**config.mk**
```make
export PLATFORM = sky130hd
export DESIGN_NAME = sdr_arbiter_flat
export DESIGN_NICKNAME = d
export VERILOG_FILES = /design/src/rtl/sdr_arbiter_if.sv /design/src/rtl/sdr_arbiter.sv /design/src/flat_wrapper.sv
export SDC_FILE = /design/constraint.sdc
export NUM_CORES = 1
export LEC_CHECK = 0
export CELL_PAD_IN_SITES_DETAIL_PLACEMENT = 0
export CELL_PAD_IN_SITES_GLOBAL_PLACEMENT = 2
export CORE_MARGIN = 2
export CORE_UTILIZATION = 35
export CTS_CLUSTER_SIZE = 14
export DETAILED_ROUTE_END_ITERATION = 12
export PLACE_DENSITY_LB_ADDON = 0.3
export SYNTH_ARGS = -nofsm -noshare
export SYNTH_HDL_FRONTEND = slang
export SYNTH_SLANG_ARGS = --single-unit
export TNS_END_PERCENT = 10
```
**constraint.sdc**
```tcl
create_clock -name clk -period 3.55 [get_ports clk]
set_input_delay 0.5325 -clock clk [delete_from_list [all_inputs] [get_ports clk]]
set_output_delay 0.5325 -clock clk [all_outputs]
set_load 0.005 [all_outputs]
```
**src/rtl/sdr_arbiter_if.sv**
```systemverilog
// Signal bundle between the SDRAM scheduler and the write/read/refresh engines.
// The scheduler sits on the slave modport; the engines and clients sit on the master modport.
`timescale 1ns/1ps
interface sdr_arbiter_if;
  // Handshake rules: *_pend and *_pausing are levels that the arbiter samples each cycle.
  // *_req are one-cycle start pulses from the arbiter. *_exit and ref_done are one-cycle
  // pulses from the engines, honoured only while the arbiter is in the matching state.
  logic       init_done;
  logic       wr_pend;
  logic       rd_pend;
  logic       wr_req;
  logic       wr_exit;
  logic       wr_pausing;
  logic       rd_req;
  logic       rd_exit;
  logic       rd_pausing;
  logic       ref_req;
  logic       ref_done;
  logic       need_ref;
  logic       ref_late;
  logic [1:0] bus_sel;
  logic       busy;

  modport slave (
    input  init_done, wr_pend, rd_pend, wr_exit, wr_pausing,
           rd_exit, rd_pausing, ref_done,
    output wr_req, rd_req, ref_req, need_ref, ref_late, bus_sel, busy
  );

  modport master (
    output init_done, wr_pend, rd_pend, wr_exit, wr_pausing,
           rd_exit, rd_pausing, ref_done,
    input  wr_req, rd_req, ref_req, need_ref, ref_late, bus_sel, busy
  );
endinterface

```
**src/rtl/sdr_arbiter.sv**
```systemverilog
// SDRAM scheduler: owns the refresh-interval timer and grants the command bus to the
// write, read or refresh engine, parking an in-flight transfer around a refresh.
`timescale 1ns/1ps
module sdr_arbiter #(
  parameter int unsigned REF_INTERVAL = 1300,
  parameter int unsigned REF_CNT_W    = 16
) (
  input  logic         clk,
  input  logic         rst,
  sdr_arbiter_if.slave sdr,
  output logic [2:0]   dbg_state_o
);

  typedef enum logic [2:0] {
    ST_INIT    = 3'd0,
    ST_IDLE    = 3'd1,
    ST_WRITE   = 3'd2,
    ST_READ    = 3'd3,
    ST_REFRESH = 3'd4
  } state_e;

  typedef enum logic [1:0] {
    RES_NONE = 2'd0,
    RES_WR   = 2'd1,
    RES_RD   = 2'd2
  } resume_e;

  localparam logic [REF_CNT_W-1:0] CNT_LAST = REF_CNT_W'(REF_INTERVAL - 1);

  state_e               state_q, state_d;
  resume_e              resume_q, resume_d;
  logic                 last_rd_q, last_rd_d;
  logic [REF_CNT_W-1:0] cnt_q, cnt_d;
  logic                 need_ref_q, need_ref_d;
  logic                 ref_late_q, ref_late_d;
  logic                 wr_req_q, wr_req_d;
  logic                 rd_req_q, rd_req_d;
  logic                 ref_req_q, ref_req_d;
  logic [1:0]           bus_sel_q, bus_sel_d;
  logic                 busy_q, busy_d;
  logic                 running;
  logic                 wrap;

  always_comb begin
    running = (state_q != ST_INIT);
    wrap    = running && (cnt_q == CNT_LAST);
    cnt_d   = cnt_q;
    if (running) begin
      cnt_d = wrap ? '0 : cnt_q + 1'b1;
    end

    state_d   = state_q;
    resume_d  = resume_q;
    last_rd_d = last_rd_q;

    case (state_q)
      ST_INIT: begin
        if (sdr.init_done) begin
          state_d = ST_IDLE;
        end
      end
      ST_IDLE: begin
        // A wrap this cycle raises need_ref on the same edge, so no grant may go out with it.
        if (need_ref_q) begin
          state_d  = ST_REFRESH;
          resume_d = RES_NONE;
        end else if (!wrap) begin
          if (sdr.wr_pend && sdr.rd_pend) begin
            state_d   = last_rd_q ? ST_WRITE : ST_READ;
            last_rd_d = !last_rd_q;
          end else if (sdr.wr_pend) begin
            state_d   = ST_WRITE;
            last_rd_d = 1'b0;
          end else if (sdr.rd_pend) begin
            state_d   = ST_READ;
            last_rd_d = 1'b1;
          end
        end
      end
      ST_WRITE: begin
        if (sdr.wr_exit && need_ref_q) begin
          state_d  = ST_REFRESH;
          resume_d = RES_NONE;
        end else if (sdr.wr_exit) begin
          state_d = ST_IDLE;
        end else if (sdr.wr_pausing && need_ref_q) begin
          state_d  = ST_REFRESH;
          resume_d = RES_WR;
        end
      end
      ST_READ: begin
        if (sdr.rd_exit && need_ref_q) begin
          state_d  = ST_REFRESH;
          resume_d = RES_NONE;
        end else if (sdr.rd_exit) begin
          state_d = ST_IDLE;
        end else if (sdr.rd_pausing && need_ref_q) begin
          state_d  = ST_REFRESH;
          resume_d = RES_RD;
        end
      end
      ST_REFRESH: begin
        if (sdr.ref_done) begin
          case (resume_q)
            RES_WR:  state_d = ST_WRITE;
            RES_RD:  state_d = ST_READ;
            default: state_d = ST_IDLE;
          endcase
          resume_d = RES_NONE;
        end
      end
      default: state_d = ST_INIT;
    endcase

    // A wrap coinciding with ref_done leaves a refresh still owed.
    need_ref_d = need_ref_q;
    if (wrap) begin
      need_ref_d = 1'b1;
    end else if ((state_q == ST_REFRESH) && sdr.ref_done) begin
      need_ref_d = 1'b0;
    end
    ref_late_d = ref_late_q | (wrap & need_ref_q);

    // Resumed transfers re-enter from REFRESH, so only an IDLE entry pulses the engine.
    wr_req_d  = (state_q == ST_IDLE) && (state_d == ST_WRITE);
    rd_req_d  = (state_q == ST_IDLE) && (state_d == ST_READ);
    ref_req_d = (state_q != ST_REFRESH) && (state_d == ST_REFRESH);

    case (state_d)
      ST_WRITE:   bus_sel_d = 2'd1;
      ST_READ:    bus_sel_d = 2'd2;
      ST_REFRESH: bus_sel_d = 2'd3;
      default:    bus_sel_d = 2'd0;
    endcase
    busy_d = (state_d != ST_IDLE) && (state_d != ST_INIT);
  end

  always_ff @(posedge clk) begin
    if (rst) begin
      state_q    <= ST_INIT;
      resume_q   <= RES_NONE;
      last_rd_q  <= 1'b1;
      cnt_q      <= '0;
      need_ref_q <= 1'b0;
      ref_late_q <= 1'b0;
      wr_req_q   <= 1'b0;
      rd_req_q   <= 1'b0;
      ref_req_q  <= 1'b0;
      bus_sel_q  <= 2'd0;
      busy_q     <= 1'b0;
    end else begin
      state_q    <= state_d;
      resume_q   <= resume_d;
      last_rd_q  <= last_rd_d;
      cnt_q      <= cnt_d;
      need_ref_q <= need_ref_d;
      ref_late_q <= ref_late_d;
      wr_req_q   <= wr_req_d;
      rd_req_q   <= rd_req_d;
      ref_req_q  <= ref_req_d;
      bus_sel_q  <= bus_sel_d;
      busy_q     <= busy_d;
    end
  end

  assign sdr.wr_req   = wr_req_q;
  assign sdr.rd_req   = rd_req_q;
  assign sdr.ref_req  = ref_req_q;
  assign sdr.need_ref = need_ref_q;
  assign sdr.ref_late = ref_late_q;
  assign sdr.bus_sel  = bus_sel_q;
  assign sdr.busy     = busy_q;
  assign dbg_state_o  = state_q;

endmodule

```
**src/flat_wrapper.sv**
```systemverilog
// flat-port wrapper written by rule: the top's interface ports become plain ports
module sdr_arbiter_flat 
#(
  parameter int unsigned REF_INTERVAL = 1300,
  parameter int unsigned REF_CNT_W    = 16
)
  (clk, rst, dbg_state_o, sdr_init_done, sdr_wr_pend, sdr_rd_pend, sdr_wr_exit, sdr_wr_pausing, sdr_rd_exit, sdr_rd_pausing, sdr_ref_done, sdr_wr_req, sdr_rd_req, sdr_ref_req, sdr_need_ref, sdr_ref_late, sdr_bus_sel, sdr_busy);
  sdr_arbiter_if sdr_i ();
  input  logic clk;
  input  logic rst;
  output logic [2:0] dbg_state_o;
  input wire logic [$bits(sdr_i.init_done)-1:0] sdr_init_done;
  input wire logic [$bits(sdr_i.wr_pend)-1:0] sdr_wr_pend;
  input wire logic [$bits(sdr_i.rd_pend)-1:0] sdr_rd_pend;
  input wire logic [$bits(sdr_i.wr_exit)-1:0] sdr_wr_exit;
  input wire logic [$bits(sdr_i.wr_pausing)-1:0] sdr_wr_pausing;
  input wire logic [$bits(sdr_i.rd_exit)-1:0] sdr_rd_exit;
  input wire logic [$bits(sdr_i.rd_pausing)-1:0] sdr_rd_pausing;
  input wire logic [$bits(sdr_i.ref_done)-1:0] sdr_ref_done;
  output wire logic [$bits(sdr_i.wr_req)-1:0] sdr_wr_req;
  output wire logic [$bits(sdr_i.rd_req)-1:0] sdr_rd_req;
  output wire logic [$bits(sdr_i.ref_req)-1:0] sdr_ref_req;
  output wire logic [$bits(sdr_i.need_ref)-1:0] sdr_need_ref;
  output wire logic [$bits(sdr_i.ref_late)-1:0] sdr_ref_late;
  output wire logic [$bits(sdr_i.bus_sel)-1:0] sdr_bus_sel;
  output wire logic [$bits(sdr_i.busy)-1:0] sdr_busy;
  assign sdr_i.init_done = sdr_init_done;
  assign sdr_i.wr_pend = sdr_wr_pend;
  assign sdr_i.rd_pend = sdr_rd_pend;
  assign sdr_i.wr_exit = sdr_wr_exit;
  assign sdr_i.wr_pausing = sdr_wr_pausing;
  assign sdr_i.rd_exit = sdr_rd_exit;
  assign sdr_i.rd_pausing = sdr_rd_pausing;
  assign sdr_i.ref_done = sdr_ref_done;
  assign sdr_wr_req = sdr_i.wr_req;
  assign sdr_rd_req = sdr_i.rd_req;
  assign sdr_ref_req = sdr_i.ref_req;
  assign sdr_need_ref = sdr_i.need_ref;
  assign sdr_ref_late = sdr_i.ref_late;
  assign sdr_bus_sel = sdr_i.bus_sel;
  assign sdr_busy = sdr_i.busy;
  sdr_arbiter #(.REF_INTERVAL(REF_INTERVAL), .REF_CNT_W(REF_CNT_W)) u_core (.clk(clk), .rst(rst), .sdr(sdr_i), .dbg_state_o(dbg_state_o));
endmodule
```
==> metrics.txt <==
outcome completed; Mapped Area 1480 µm²; final setup TNS 0 ns; clk buf depth 2; via count 1,186; Crit path max-delay family flip-flops; Post-synth EDFFs 0; first-pass GRT wire length approximately 5.6 mm; gpl congestion 0.794; HPWL Detailed 2.27 mm; DR pass1 iterations 4; pre-CTS WS ~1.3 ns; cell depth of the worst flop-to-flop path 5; Die H 69.1 µm; DIE AREA 4770 µm²; most frequent cells in the layout nor2_1, dfxtp_1, clkdlybuf4s50_1; register area share after synthesis 40.5%; critical path required time 3.02 ns; Ys Warns 0; final hold viol count 0; Stages on worst setup path 1; core area 4030 µm²; Tmin final 2.05 ns; Post-synth top flop dfxtp_1; share of layout cells above drive strength 1 11.2%; Slew HR between 50% and 60%; CTS sink count 30; Pwr Density 402 nW/µm²; initial antenna violation count 0; skew final 0.00337 ns; max-cap violation count 0; vias in the first global route 1,163; min-delay src u_core.last_rd_q; Max H-tree Level 2; antenna cells 0; Crit Path Class register to primary output; worst-case vdd ir drop about 0.00024 V; number of synthesized register bits 30; post-route cell area around 1800 µm²; Post-CTS Setup Bufs 0; Leak 0.576 nW; Filler cells 423; fraction of registers with async set/reset 0%; largest net degree at the start of global routing 18; period utilization 57.8%; Syn Nets 179; Worst-path clk slew 0.06 ns; row count 23; CP startpoint kind register; Post-CTS Resized 0; GRT Total Usage approximately 15%; # DRC 0; DRT iter0 DRCs 83; Remaining Overflow, GRT 0; I/O pin count 21; Worst EP arrival 1.52 ns; Synth Instances 167; Fin Hold WS 0.463 ns; WP buf/inv 1; CP peak stage delay 0.64 ns; crit end category primary output; CTS Hold Bufs 0; Avg Cell Area, Syn 8.87 µm²; starting density of the core 36.8%; measured slew at the worst slew-check pin 0.700 ns; slowest CP cell dfxtp_1; Critical path origin u_core.dbg_state_o[1]; Max FO, Critical Path 15; number of CTS-inserted buffers 5; width of the die 69.1 µm; CTS tree yes; post-DR vias/cell 4.98; RSZ-0062 raised after global routing no; FF-to-FF Start u_core.dbg_state_o[1]; area grow syn2layout 21.2%; power consumption ~0.00072 W; fin. max-slew vios 0; DRT antenna net count 0; placed cell area 1700 µm²; Final Setup Violations 0; Hold Path Depth 2; worst setup margin 1.50 ns; DR WL/cell 13.6 µm; Synth cell types 48; FMAX 487 MHz; Nets 199; HP Class register to register; Port Buffers 20; Worst-Skew Late Latency 0.28 ns; final wirelength 3.23 mm; CP Cell Sequence clkdlybuf4s50_1; root buf cell clkbuf_8
[flip-flops by register name, indices dropped and copies added (netlist names)]
| name | cells |
|---|---|
| u_core.sdr.bus_sel | 2 |
| u_core.cnt_q | 16 |
| u_core.sdr.wr_req | 1 |
| u_core.resume_q | 2 |
| u_core.sdr.ref_late | 1 |
| u_core.sdr.need_ref | 1 |
| u_core.sdr.busy | 1 |
| u_core.sdr.rd_req | 1 |
| u_core.dbg_state_o | 3 |
| u_core.last_rd_q | 1 |
| u_core.sdr.ref_req | 1 |
[tightest hold or removal path: cells and delay by family, from the launching register on]
kind / cells / cell delay, ns
AOI/OAI and AO/OA: 2 / 0.12
DFF: 1 / 0.32
[report_power, final]
group / internal (W) / total, W / switching [W]
logic: 0.0000464 / 0.0000882 / 0.0000418
clock network: 0.000156 / 0.000274 / 0.000118
registers: 0.000346 / 0.000360 / 0.0000134
[metrics by stage]
step	utilization (%)	std cells
6_report	44.6	238
4_1_cts	44.6	238
3_5_place_dp	42.3	230
5_1_grt	44.6	238
2_1_floorplan	-	167
3_3_place_gp	42.3	230
[layer usage]
layer,wire (µm),up-vias,part of all wire (%),GRT usage (%)
li1,-,633,-,-
met1,1770,519,55,21.9
met2,1280,28,40,19.8
met3,131,6,4.1,3.65
met4,47,0,1.5,5.45
met5,0,-,0,0
[path summary, 6_finish.rpt]
path                                               to  slack (ns)
worst max-delay path                   dbg_state_o[1]        1.50
worst min-delay path                 u_core.last_rd_q        0.46
worst max register to register  u_core.sdr.bus_sel[1]        1.60
worst min register to register       u_core.last_rd_q        0.46
[cells by family (layout without fill, tap and decap cells)]
logic type / Yosys count / in the layout / share of synthesized area [%]
simple gates: 78 / 78 / 29.8
flops: 30 / 30 / 40.5
fa+ha+maj: 2 / 2 / 1.69
buf+inv: 13 / 34 / 4.22
xor+xnor: 14 / 14 / 8.28
compound gates: 30 / 30 / 15.5
[area by class of cell]
| class | count | area, µm² | share of cell area [%] |
|---|---|---|---|
| Clock inverter | 1 | 5.00 | 0.279 |
| Clock buffer | 7 | 86.3 | 4.81 |
| Sequential cell | 30 | 601 | 33.4 |
| Tap cell | 50 | 62.6 | 3.48 |
| Inverter | 6 | 22.5 | 1.25 |
| Timing Repair Buffer | 20 | 200 | 11.1 |
| Multi-Input combinational cell | 124 | 818 | 45.6 |
[cell usage after synthesis, types with 2 or more instances]
cell      instances  area, µm²
or3_4             2       22.5
nor4_1            2       12.5
a211oi_2          2       25.0
a211oi_1          3       22.5
nor3_1            4       20.0
nand4_1           4       25.0
o21ai_0           4       20.0
inv_1             6       22.5
buf_2             2       10.0
ha_1              2       25.0
nor2_1           30        113
xor2_1            5       43.8
nand3_1           6       30.0
nor4b_1           2       17.5
a21oi_1           9       45.0
nor2b_1           2       12.5
xnor2_1           9       78.8
nand2_1          11       41.3
dfxtp_1          30        601
buf_4             3       22.5
a211o_1           2       17.5
(Power assumes the default switching activity.)
